**src/rtl/serial_adder_ctrl.sv**
```systemverilog
// ---------------------------------------------------------------------------
// serial_adder_ctrl
//   Bit-serial adder controller. A single 1-bit full-adder cell is sequenced
//   across WIDTH cycles, LSB first. This trades latency for area compared with
//   a parallel ripple adder. The block owns the operand shift registers, the
//   carry flop, the bit counter and the control FSM.
//
//   Sequence: IDLE --start--> RUN (WIDTH cycles) --> DONE (1 cycle) --> IDLE
//   Throughput is one add per WIDTH+2 cycles.
//
// Parameters
//   WIDTH   operand/result width in bits, legal range 2..32 (default 8)
//
// Ports
//   clk     in   1      rising-edge clock
//   rst_n   in   1      asynchronous active-low reset
//   start   in   1      add request, sampled only in IDLE
//   a       in   WIDTH  operand A, captured when start is accepted
//   b       in   WIDTH  operand B, captured when start is accepted
//   cin     in   1      carry-in, captured when start is accepted
//   busy    out  1      high in RUN and DONE
//   done    out  1      one-cycle pulse: sum/cout valid
//   sum     out  WIDTH  result, held from done until the next accepted start
//   cout    out  1      carry out of the MSB, held with sum
//   ovf     out  1      two's-complement overflow, held with sum
//                       (present only when SERIAL_ADD_OVF_EN is defined)
//
// Build option
//   SERIAL_ADD_OVF_EN  when defined, adds the ovf port and its flop.
// ---------------------------------------------------------------------------
module serial_adder_ctrl #(
    parameter int WIDTH = 8
) (
    input  logic             clk,
    input  logic             rst_n,
    input  logic             start,
    input  logic [WIDTH-1:0] a,
    input  logic [WIDTH-1:0] b,
    input  logic             cin,
    output logic             busy,
    output logic             done,
    output logic [WIDTH-1:0] sum,
    output logic             cout
`ifdef SERIAL_ADD_OVF_EN
    ,
    output logic             ovf
`endif
);

    localparam int CNT_W = (WIDTH > 1) ? $clog2(WIDTH) : 1;
    localparam logic [CNT_W-1:0] LAST = CNT_W'(WIDTH - 1);

    typedef enum logic [1:0] {
        IDLE = 2'd0,
        RUN  = 2'd1,
        DONE = 2'd2
    } state_t;

    state_t           state;
    state_t           state_next;

    logic [WIDTH-1:0] a_sh;
    logic [WIDTH-1:0] b_sh;
    logic             carry;
    logic [CNT_W-1:0] cnt;

    logic             bit_sum;
    logic             bit_carry;
    logic             last_bit;
    logic             accept;

    // The single full-adder cell: always works on bit 0 of the shift registers.
    assign bit_sum   = a_sh[0] ^ b_sh[0] ^ carry;
    assign bit_carry = (a_sh[0] & b_sh[0]) | (a_sh[0] & carry) | (b_sh[0] & carry);
    assign last_bit  = (cnt == LAST);
    assign accept    = (state == IDLE) && start;

    // State register
    always_ff @(posedge clk or negedge rst_n) begin
        if (!rst_n) begin
            state <= IDLE;
        end else begin
            state <= state_next;
        end
    end

    // Next-state and Moore outputs
    always_comb begin
        state_next = state;
        busy       = 1'b0;
        done       = 1'b0;
        case (state)
            IDLE: begin
                if (start) begin
                    state_next = RUN;
                end
            end
            RUN: begin
                busy = 1'b1;
                if (last_bit) begin
                    state_next = DONE;
                end
            end
            DONE: begin
                busy       = 1'b1;
                done       = 1'b1;
                state_next = IDLE;
            end
            default: begin
                state_next = IDLE;
            end
        endcase
    end

    // Datapath: operand capture, serial add, result accumulation
    always_ff @(posedge clk or negedge rst_n) begin
        if (!rst_n) begin
            a_sh  <= '0;
            b_sh  <= '0;
            carry <= 1'b0;
            cnt   <= '0;
            sum   <= '0;
            cout  <= 1'b0;
`ifdef SERIAL_ADD_OVF_EN
            ovf   <= 1'b0;
`endif
        end else if (accept) begin
            a_sh  <= a;
            b_sh  <= b;
            carry <= cin;
            cnt   <= '0;
        end else if (state == RUN) begin
            a_sh  <= {1'b0, a_sh[WIDTH-1:1]};
            b_sh  <= {1'b0, b_sh[WIDTH-1:1]};
            carry <= bit_carry;
            // Sum enters at the MSB; after WIDTH shifts the first (LSB) result
            // bit has reached position 0.
            sum   <= {bit_sum, sum[WIDTH-1:1]};
            if (last_bit) begin
                cout <= bit_carry;
`ifdef SERIAL_ADD_OVF_EN
                // carry is the carry into the MSB on this final cycle.
                ovf  <= carry ^ bit_carry;
`endif
            end else begin
                cnt <= cnt + 1'b1;
            end
        end
    end

endmodule
```
**config.mk**
```make
export PLATFORM = sky130hd
export DESIGN_NAME = serial_adder_ctrl
export DESIGN_NICKNAME = d
export VERILOG_FILES = /design/src/rtl/serial_adder_ctrl.sv
export SDC_FILE = /design/constraint.sdc
export NUM_CORES = 1
export LEC_CHECK = 0
export ABC_AREA = 1
export CORE_MARGIN = 3
export CORE_UTILIZATION = 46
export DETAILED_ROUTE_END_ITERATION = 10
export MAX_ROUTING_LAYER = met4
export PLACE_DENSITY = 0.77
export RECOVER_POWER = 100
export SETUP_SLACK_MARGIN = 0.15
export SLEW_MARGIN = 20
export SYNTH_ARGS = -nofsm -noshare
export SYNTH_HDL_FRONTEND = slang
export SYNTH_SLANG_ARGS = --single-unit
```
**constraint.sdc**
```tcl
create_clock -name clk -period 1.4 [get_ports clk]
set_clock_uncertainty 0.2 [all_clocks]
set_input_delay 0.28 -clock clk [delete_from_list [all_inputs] [get_ports clk]]
set_output_delay 0.28 -clock clk [all_outputs]
set_load 0.05 [all_outputs]
```
Word level (Yosys, flattened, before mapping)
Cells that the tools add are included.
{"block": "word_totals", "reg_bits": 31, "inputBits": 20, "output_inout_bits": 11, "word_cells": 44}
{"block": "op_classes", "n_addsub": 1, "n_eq_ne": 6, "muxes": 14, "bitwise": 8, "n_reduce_logical": 8}
{"operator": "$mux W8", "count": 4}
{"operator": "$mux W3", "count": 3}
{"operator": "$reduce_and A2 Y1", "count": 3}
{"operator": "$mux W1", "count": 4}
{"operator": "$mux W2", "count": 2}
{"operator": "$ne A2 B2 Y1 const B", "count": 2}
{"operator": "$pmux W2 S2", "count": 1}
{"operator": "$add A3 B1 Y3 const B", "count": 1}
{"operator": "$and A1 B1 Y1", "count": 3}
{"operator": "$eq A3 B3 Y1 const B", "count": 1}
{"operator": "$reduce_and A3 Y1", "count": 1}
{"operator": "$eq A2 B1 Y1 const B", "count": 1}
{"operator": "$eq A2 B2 Y1 const B", "count": 1}
{"operator": "$logic_not A2 Y1", "count": 1}
{"operator": "$ne A2 B1 Y1 const B", "count": 1}
{"operator": "$or A1 B1 Y1", "count": 2}
{"operator": "$reduce_bool A2 Y1", "count": 1}
{"operator": "$reduce_or A2 Y1", "count": 1}
{"operator": "$xor A1 B1 Y1", "count": 2}
{"operator": "$logic_and A1 B1 Y1", "count": 1}
{"operator": "$not A1 Y1", "count": 1}

Logic depth before layout (Yosys ltp)
Gate-level depths: netlist (run 1).
{"block": "depth", "word_depth": 5, "mapped_depth": 8, "mapped_depth_nobuf": 7}

Worst setup path before layout (run 1)
OpenSTA, ideal clock, no wires.
{"block": "synth_timing", "kind": "register -> output", "startpoint": "register state[0]", "endpoint": "output port busy", "arrival_time_ps": 961, "required_time_ps": 920, "slack_ps": -41, "stages_incl_launch_ff": 3, "path_buffers": 0, "cell_sequence": "dfrtp_1 inv_1 ha_1"}
{"block": "synth_between", "elab_chain_cells": 3, "word_cells_on_any_way": 4, "classes_between": "eq/ne: 2; mux: 1; reduce/logical: 1"}
{"item": "start, declared", "line": "59", "source": "state_t state;"}
{"item": "start signal, assigned", "line": "83", "source": "state <= state_next;"}
{"item": "$eq A2 B1 Y1 or $eq A2 B2 Y1 (tied branches)", "line": "92", "source": "case (state)"}
{"item": "$reduce_or A2 Y1 (no source line) (*)"}
{"item": "$mux W1 (*)", "line": "92"}
{"item": "end, declared", "line": "40", "source": "output logic busy,"}
Every way passes the cells marked *; elsewhere a longest branch is shown, timed or not.

Worst setup path in the final report (run 1)
Ends and elaborated chain as after synthesis.

==> flow_summary.json, run 1 <==
{
  "status": "finished, violations left",
  "violations": "setup timing",
  "power_mw": 5.98,
  "dr.pass1.iters": 4,
  "grt_overflow_total": 0,
  "fin_cells": 307,
  "drive_gt1_frac": 0.395,
  "drv_slew": 0,
  "p_switching_mw": 2.51,
  "vias": 1554,
  "dp.cells": 279,
  "via_per_inst": 5.06,
  "fin_nets": 289,
  "grt_use_met2": 0.308,
  "layout_commonest_cell": "nand2_1",
  "dpl.hpwl_microns": 2300,
  "grt_max_degree": 32,
  "finalHoldViolCount": 0,
  "rows": 20,
  "hold_buffers": 0,
  "crit_path_end_kind": "output pin",
  "ctsHtreeMaxLevel": 2,
  "grt_pass1_vias": 1409,
  "cp.arrival_ns": 1.22,
  "syn_area_sq_um": 1610,
  "io_pins": 31,
  "synth_fp_nets": 230,
  "cts_sinks": 31,
  "synth_seq_area_share": 0.482,
  "grt-busiest-layer": "met2",
  "ys_types": 15,
  "power.internal_mw": 3.47,
  "cts_tree": "done",
  "ys_seq_elements": 31,
  "setup_viol": 39,
  "die_area_sq_um": 4240,
  "layout_common_cells": "nand2_1 (65), dfrtp_1 (31), nand2_2 (29), nand3_1 (25), clkdlybuf4s50_1 (18)",
  "clockRootBuffer": "clkbuf_4",
  "die_h_microns": 65.1,
  "met3_usage": 0.0615,
  "drt_iter0_markers": 94,
  "relSlewSlack": 0.494,
  "syn_inst": 203,
  "cts_buffer_depth": 2,
  "antenna_cells": 0,
  "wl_per_cell_microns": 14.4,
  "antenna_found_initial": 0,
  "power_switching_share": 0.420,
  "final.setup.worst_slack_ns": -0.303,
  "critical_path_class": "reg -> out",
  "numPortBuffers": 30,
  "worst_slew_pin_slew_ns": 0.760,
  "rsz0062_at_grt": "true",
  "seqPwrFrac": 0.269,
  "dieWidth_microns": 65.1,
  "leakage_nw": 1.35,
  "ant_nets": 0,
  "yosys_warnings": 0,
  "required_ns": 0.92,
  "hold_class": "in -> reg",
  "fillCellCount": 199,
  "fin_tns_setup_ns": -7.76,
  "syn_area_per_cell_sq_um": 7.93,
  "fmax_mhz": 587,
  "hold_ws_ns": 0.288,
  "grt_pass1_wl_microns": 6250,
  "max-cap-violations": 0,
  "power_density_nw_per_um2": 2290,
  "coreArea_sq_um": 3200,
  "track_usage": 0.194,
  "cp_max_fo": 3,
  "place_area_sq_um": 2160,
  "cts_buffers": 5,
  "hold_depth": 3,
  "clock_latency_ns": 0.33,
  "start_util": 0.502,
  "power_frac_clock": 0.125,
  "place.gp.congestion": 0.768,
  "comb_power_share": 0.606,
  "route.detailed.drc": 0,
  "wirelength_microns": 4420,
  "ir_drop_v": 0.00112,
  "finish.instance_area_sq_um": 2610,
  "fin_crit_sh": 1.22,
  "area_delta_synth_final_pct": 62.2,
  "r2r_cells": 10,
  "grtUsageMet1": 0.245,
  "period_needed_ns": 1.70,
  "cts.reportedPaths.clkPinSlew_ns": 0.10,
  "start_kind": "register"
}
logic make-up after synthesis:
kind of cell,after synthesis,synth area share
simple gates,133,0.341
buf+inv,30,0.111
fa+ha+maj,7,0.0591
compound gates,2,0.00622
flops,31,0.482
area by class of cell:
| class | instances | area [sq um] | share of cell area |
|---|---|---|---|
| Multi-Input combinational cell | 142 | 841 | 0.322 |
| Sequential cell | 31 | 776 | 0.297 |
| Timing Repair Buffer | 62 | 764 | 0.293 |
| Inverter | 20 | 87.6 | 0.0336 |
| Tap cell | 44 | 55.1 | 0.0211 |
| Clock buffer | 6 | 51.3 | 0.0197 |
| Clock inverter | 2 | 35.0 | 0.0134 |
flip-flops by register name, summed over array words and instances (netlist names):
signal and count:
carry 1, cout 1, a_sh 8, cnt 3
state 2, sum 8, b_sh 8
synthesized netlist by cell type:
master   instances  area share
inv_1           18       0.042
buf_8            1      0.0093
buf_2            2      0.0062
inv_6            1      0.0054
ha_1             6       0.047
nand3_1         34        0.11
dfrtp_1         31        0.48
nand2_4          1      0.0070
nand2_1         97        0.23
buf_6            5       0.035
fa_1             1       0.012
buf_4            2      0.0093
nor2_1           1      0.0023
o21ai_0          2      0.0062
inv_4            1      0.0039
metrics by stage:
| stage | setup slack, ns | util |
|---|---|---|
| 3_3_place_gp | -0.133 | 0.674 |
| 4_1_cts | -0.292 | 0.745 |
| 2_1_floorplan | 0.0496 | - |
| 6_report | -0.303 | 0.815 |
| 5_1_grt | -0.351 | 0.815 |
| 3_5_place_dp | -0.164 | 0.674 |
per-layer routing:
metal,vias to the layer above,routed length [microns]
met3,15,224
li1,743,-
met4,0,150
met5,-,0
met2,52,2310
met1,744,1730
repair_timing:
action / CTS / global route
endpoints found under the setup margin: 42 / 42
buffers inserted: 10 / 8
gates resized for setup: 13 / 48
cloned: 1 / 1
pin swaps: 2 / 14
power by group through the flow:
| stage | Clock [mW] | Combinational, mW | Sequential (mW) |
|---|---|---|---|
| final | 0.748 | 3.63 | 1.61 |
| after global routing | 0.793 | 3.90 | 1.65 |
| after CTS | 0.739 | 2.96 | 1.55 |
| after detailed placement | 0 | 2.57 | 1.59 |
| after global placement | 0 | 2.50 | 1.58 |
| after floorplan | 0 | 1.42 | 1.80 |
final timing paths:
kind	from	to	slack [ns]
max reg2reg	state[1]$_DFFE_PN0P_	cout$_DFFE_PN0P_	-0.30
min in group asynchronous	rst_n	cnt[1]$_DFFE_PN0P_	0.34
max	state[0]$_DFFE_PN0P_	busy	-0.30
min	b[7]	b_sh[7]$_DFFE_PN0P_	0.29
min reg2reg	a_sh[7]$_DFFE_PN0P_	a_sh[7]$_DFFE_PN0P_	0.31
max in group asynchronous	rst_n	a_sh[4]$_DFFE_PN0P_	0.17
critical path, cell delays in order, from the launching register on:
cell	delay (ns)
dfrtp_1	0.42
inv_2	0.11
ha_4	0.21
buf_12	0.14
No activity file was read; power rests on OpenSTA's default activity.
==> inputs of run 2 (changes only) <==
- CORE_MARGIN: 3 -> unset
==> run 2 against run 1 <==
  * The run still ends with setup timing left
  * Die area is 12% lower
  * Power is 1.5% lower
  * Register-to-register slack better by 0.08 ns
  * Hold slack worse by 0.032 ns
  * Final cell count is 1.3% higher
  * Highest routed layer unchanged
  * Utilization is 2.0 points lower
  * Largest cell class unchanged
  * Global-route usage is 2.6 points higher
  * Non-clock buffer count is 1 lower
==> flow_summary.json, run 2 (synthesis gave the netlist of run 1 again) <==
{
  "power_density_nw_per_um2": 2220,
  "hold_class": "in -> async",
  "leakage_nw": 1.37,
  "cp.arrival_ns": 1.23,
  "layout_common_cells": "nand2_1 (66), dfrtp_1 (30), nand2_2 (27), clkdlybuf4s50_1 (19), nand3_2 (18)",
  "rsz0062_at_grt": "true",
  "antenna_found_initial": 0,
  "ir_drop_v": 0.00104,
  "start_kind": "register",
  "fmax_mhz": 584,
  "start_util": 0.482,
  "route.detailed.drc": 0,
  "max-cap-violations": 0,
  "wirelength_microns": 4120,
  "track_usage": 0.220,
  "cts_buffer_depth": 2,
  "dpl.hpwl_microns": 2170,
  "coreArea_sq_um": 3340,
  "cts.reportedPaths.clkPinSlew_ns": 0.11,
  "fin_crit_sh": 1.22,
  "wl_per_cell_microns": 13.2,
  "cp_max_fo": 2,
  "die_h_microns": 61.1,
  "setup_viol": 41,
  "cts_tree": "done",
  "finalHoldViolCount": 0,
  "area_delta_synth_final_pct": 64.9,
  "power.internal_mw": 3.33,
  "status": "finished, violations left",
  "cts_sinks": 31,
  "drt_iter0_markers": 49,
  "worst_slew_pin_slew_ns": 0.777,
  "io_pins": 31,
  "seqPwrFrac": 0.275,
  "layout_commonest_cell": "nand2_1",
  "vias": 1521,
  "fin_cells": 311,
  "hold_ws_ns": 0.256,
  "required_ns": 0.92,
  "fillCellCount": 199,
  "power_switching_share": 0.436,
  "via_per_inst": 4.89,
  "dp.cells": 280,
  "dr.pass1.iters": 4,
  "hold_buffers": 0,
  "power_frac_clock": 0.105,
  "drive_gt1_frac": 0.430,
  "grt_overflow_total": 0,
  "comb_power_share": 0.620,
  "critical_path_class": "reg -> out",
  "relSlewSlack": 0.482,
  "r2r_cells": 8,
  "ff_latch_area_sq_um": 777,
  "dieWidth_microns": 61.1,
  "antenna_cells": 0,
  "clockRootBuffer": "clkbuf_4",
  "reg_top3": "a_sh x8, b_sh x8, sum x8",
  "rows": 21,
  "ctsHtreeMaxLevel": 2,
  "place.gp.congestion": 0.767,
  "die_area_sq_um": 3740,
  "violations": "setup timing",
  "grt_pass1_wl_microns": 5690,
  "final.setup.worst_slack_ns": -0.311,
  "clock_latency_ns": 0.35,
  "drv_slew": 0,
  "cts_buffers": 5,
  "numPortBuffers": 30,
  "ant_nets": 0,
  "grt_max_degree": 32,
  "period_needed_ns": 1.71,
  "p_switching_mw": 2.57,
  "multi_input_area_sq_um": 883,
  "fin_nets": 291,
  "crit_path_end_kind": "output pin",
  "grt_pass1_vias": 1316
}
[run 2: changes by cell type in the layout (fill, tap and decap cells not counted), sizes merged]
| cell | delta |
|---|---|
| dlygate4sd3 | -1 |
| bufinv | -1 |
| clkinv | +1 |
| clkbuf | +1 |
| inv | +1 |
| clkdlybuf4s50 | +1 |
[run 2: area by class of cell]
type	instances	share of cell area
tap	46	0.0217
clock buffer	8	0.0259
multi-input combinational	142	0.333
timing repair buffer	61	0.277
inverter	20	0.0349
timing repair inverter	3	0.0146
sequential	31	0.293
[run 2: power by group through the flow]
stage	sequential, mW	clock [mW]	combinational [mW]
3_5_place_dp	1.59	0	2.45
5_1_grt	1.66	0.669	3.92
4_1_cts	1.55	0.603	2.87
2_1_floorplan	1.80	0	1.42
6_report	1.62	0.619	3.66
3_3_place_gp	1.58	0	2.39
[run 2: what timing repair did]
action,in CTS,in global routing
cloned,2,2
pin swaps,2,34
buffers inserted,13,6
setup endpoints to repair,42,42
gates resized for setup,19,63
[run 2: worst paths after layout]
check,startpoint,to,slack [ns]
max in group asynchronous,rst_n,sum[3]$_DFFE_PN0P_,0.20
setup reg to reg,state[1]$_DFFE_PN0P_,a_sh[2]$_DFFE_PN0P_,-0.22
hold / removal,rst_n,state[1]$_DFFE_PN0P_,0.26
min in group clk,a[7],a_sh[7]$_DFFE_PN0P_,0.29
setup / recovery,state[1]$_DFFE_PN0P_,busy,-0.31
hold reg to reg,b_sh[1]$_DFFE_PN0P_,b_sh[0]$_DFFE_PN0P_,0.31
[run 2: through the flow]
| stage | TNS, ns | cell area, sq um | setup WS (ns) | utilization | power (mW) |
|---|---|---|---|---|---|
| floorplan | 0 | 1660 | 0.0496 | - | 3.23 |
| finish | -5.31 | 2650 | -0.311 | 0.795 | 5.89 |
| global route | -7.30 | 2650 | -0.360 | 0.795 | 6.25 |
| global placement | -2.59 | 2130 | -0.130 | 0.638 | 3.96 |
| detailed placement | -3.30 | 2130 | -0.169 | 0.638 | 4.04 |
| CTS | -2.98 | 2360 | -0.298 | 0.707 | 5.02 |
[run 2: layer usage]
layer,up-vias,track usage,share of wire
li1,744,-,-
met1,712,0.278,0.44
met2,51,0.335,0.48
met3,14,0.0567,0.048
met4,0,0.0909,0.032
met5,-,-,0
[run 2: worst max-delay path, cell delays in order (launching register included)]
cell     delay, ns
dfrtp_1       0.41
inv_2         0.08
ha_4          0.27
buf_12        0.12
==> inputs of run 3 (changes only) <==
- CORE_UTILIZATION: 46 -> 55
- HOLD_SLACK_MARGIN: unset -> 0.12
- PLACE_DENSITY: 0.77 -> 0.86
- TNS_END_PERCENT: unset -> 1
- clock period: 1.4 -> 2.2 ns (I/O delays scaled with it)
==> run 3 against run 2 <==
  * The flow now finishes without violations
  * Worst setup slack improved by 0.52 ns
  * Final area shrank 30%
  * Hold slack better by 0.023 ns
  * Final cell count shrank 15%
  * Sequential power down 40%
  * Count of clock-buffer cells in the layout is 2 lower
  * Critical path depth stayed put
==> flow_summary.json, run 3 (synthesis gave the netlist of run 1 again) <==
{
  "place_area_sq_um": 1890,
  "via_per_inst": 4.95,
  "worstHoldStart": "sum[0]$_DFFE_PN0P_",
  "coreArea_sq_um": 2760,
  "relSlewSlack": 0.502,
  "cts_sinks": 31,
  "drv_slew": 0,
  "grt_max_degree": 32,
  "required_ns": 1.56,
  "status": "completed",
  "r2r_cells": 7,
  "rrSetupSlack_ns": 0.32,
  "ant_nets": 0,
  "max-cap-violations": 0,
  "setup_viol": 0,
  "fillCellCount": 259,
  "wl_per_cell_microns": 11.0,
  "cts_buffers": 5,
  "power_frac_clock": 0.137,
  "grt_pass1_vias": 1212,
  "hold_class": "reg -> reg",
  "place.gp.congestion": 0.800,
  "rsz0062_at_grt": "false",
  "seqPwrFrac": 0.393,
  "hold_buffers": 0,
  "cts_tree": "done",
  "start_util": 0.583,
  "power_switching_share": 0.467,
  "cts_buffer_depth": 2,
  "dpl.hpwl_microns": 1950,
  "fmax_mhz": 502,
  "antenna_found_initial": 0,
  "drt_iter0_markers": 49,
  "hold_depth": 2,
  "die_area_sq_um": 3150,
  "grt_pass1_wl_microns": 5300,
  "cp.arrival_ns": 1.35,
  "ir_drop_v": 0.00103,
  "reg_top3": "a_sh x8, b_sh x8, sum x8",
  "p_switching_mw": 1.15,
  "worstHoldEndpoint": "sum[0]$_DFFE_PN0P_",
  "dieWidth_microns": 56.1,
  "multi_input_area_sq_um": 654,
  "r2r_end": "b_sh[5]$_DFFE_PN0P_",
  "r2r_start": "state[0]$_DFFE_PN0P_",
  "fin_tns_setup_ns": 0,
  "die_h_microns": 56.1,
  "power.internal_mw": 1.31,
  "clock_latency_ns": 0.33,
  "cts.reportedPaths.clkPinSlew_ns": 0.10,
  "fin_nets": 260,
  "antenna_cells": 0,
  "route.detailed.drc": 0,
  "area_delta_synth_final_pct": 15.4,
  "finalHoldViolCount": 0,
  "drive_gt1_frac": 0.0601,
  "dr.pass1.iters": 4,
  "layout_common_cells": "nand2_1 (97), nand3_1 (34), dfrtp_1 (31), inv_1 (19), clkdlybuf4s50_1 (18)",
  "track_usage": 0.227,
  "comb_power_share": 0.469,
  "worst_slew_pin_slew_ns": 0.746,
  "leakage_nw": 1.04,
  "finish.instance_area_sq_um": 1860,
  "crit_path_end_kind": "output pin",
  "io_pins": 31,
  "vias": 1307,
  "power_density_nw_per_um2": 1320,
  "rows": 19,
  "wirelength_microns": 2900,
  "ff_latch_area_sq_um": 776,
  "fin_crit_sh": 0.906,
  "clockRootBuffer": "clkbuf_4",
  "cp_max_fo": 3,
  "grt_overflow_total": 0,
  "period_needed_ns": 1.99,
  "power_mw": 2.46,
  "ctsHtreeMaxLevel": 2,
  "start_kind": "register",
  "critical_path_class": "reg -> out",
  "numPortBuffers": 30,
  "layout_commonest_cell": "nand2_1"
}
[run 3: cell count changes in the layout (fill, tap and decap cells not counted), sizes merged]
| cell | before | now |
|---|---|---|
| buf | 41 | 0 |
| clkbuf | 9 | 19 |
| clkdlybuf4s50 | 19 | 18 |
| clkinv | 2 | 1 |
| dlygate4sd2 | 0 | 1 |
| dlygate4sd3 | 0 | 1 |
| inv | 21 | 20 |
[run 3: worst max-delay path by stage]
stage / from / to / cells past startpoint
5_1_grt: state[0]$_DFFE_PN0P_ / b_sh[3]$_DFFE_PN0P_ / 7
2_1_floorplan: state[0]$_DFFE_PN0P_ / busy / 2
6_report: state[0]$_DFFE_PN0P_ / busy / 3
3_3_place_gp: start / a_sh[5]$_DFFE_PN0P_ / 6
4_1_cts: sum[3]$_DFFE_PN0P_ / sum[3] / 1
3_5_place_dp: start / b_sh[5]$_DFFE_PN0P_ / 6
[run 3: final cells by class]
class,instances,share of cell area
multi-input cells,142,0.352
repair buffers,33,0.137
inverters,20,0.0418
well taps,31,0.0209
flip-flops and latches,31,0.418
clock buffers,6,0.0276
clock inverters,1,0.00270
[run 3: stage by stage]
stage | hold WS [ns] | setup WS, ns | utilization | std cells
final | 0.278 | 0.207 | 0.673 | 264
after CTS | 0.290 | 0.0102 | 0.707 | 264
after global placement | 0.254 | 0.380 | 0.687 | 257
after global routing | 0.327 | 0.109 | 0.673 | 264
after detailed placement | 0.267 | 0.368 | 0.687 | 257
after floorplan | -0.0556 | 0.599 | - | 203
[run 3: power groups by stage]
stage,Sequential (mW),Combinational [mW],Clock [mW]
3_5_place_dp,0.978,1.29,0
3_3_place_gp,0.968,1.26,0
5_1_grt,1.00,1.32,0.373
4_1_cts,0.968,1.30,0.342
6_report,0.967,1.15,0.338
2_1_floorplan,1.14,0.852,0
[run 3: worst max-delay path, stage by stage, from the launching register on]
cell and delay (ns):
dfrtp_1 0.38, inv_1 0.09, ha_1 0.28, clkbuf_2 0.27
[run 3: what timing repair did]
action                     CTS  global route
setup buffers                0             0
resized for setup            1             8
setup endpoints to repair    9             8
[run 3: per-layer routing]
| metal | GRT usage | part of all wire | wire length (microns) | vias to the layer above |
|---|---|---|---|---|
| li1 | - | - | - | 685 |
| met1 | 0.279 | 0.46 | 1340 | 589 |
| met2 | 0.359 | 0.48 | 1400 | 29 |
| met3 | 0.0767 | 0.043 | 124 | 4 |
| met4 | 0.0627 | 0.013 | 37 | 0 |
| met5 | - | 0 | 0 | - |
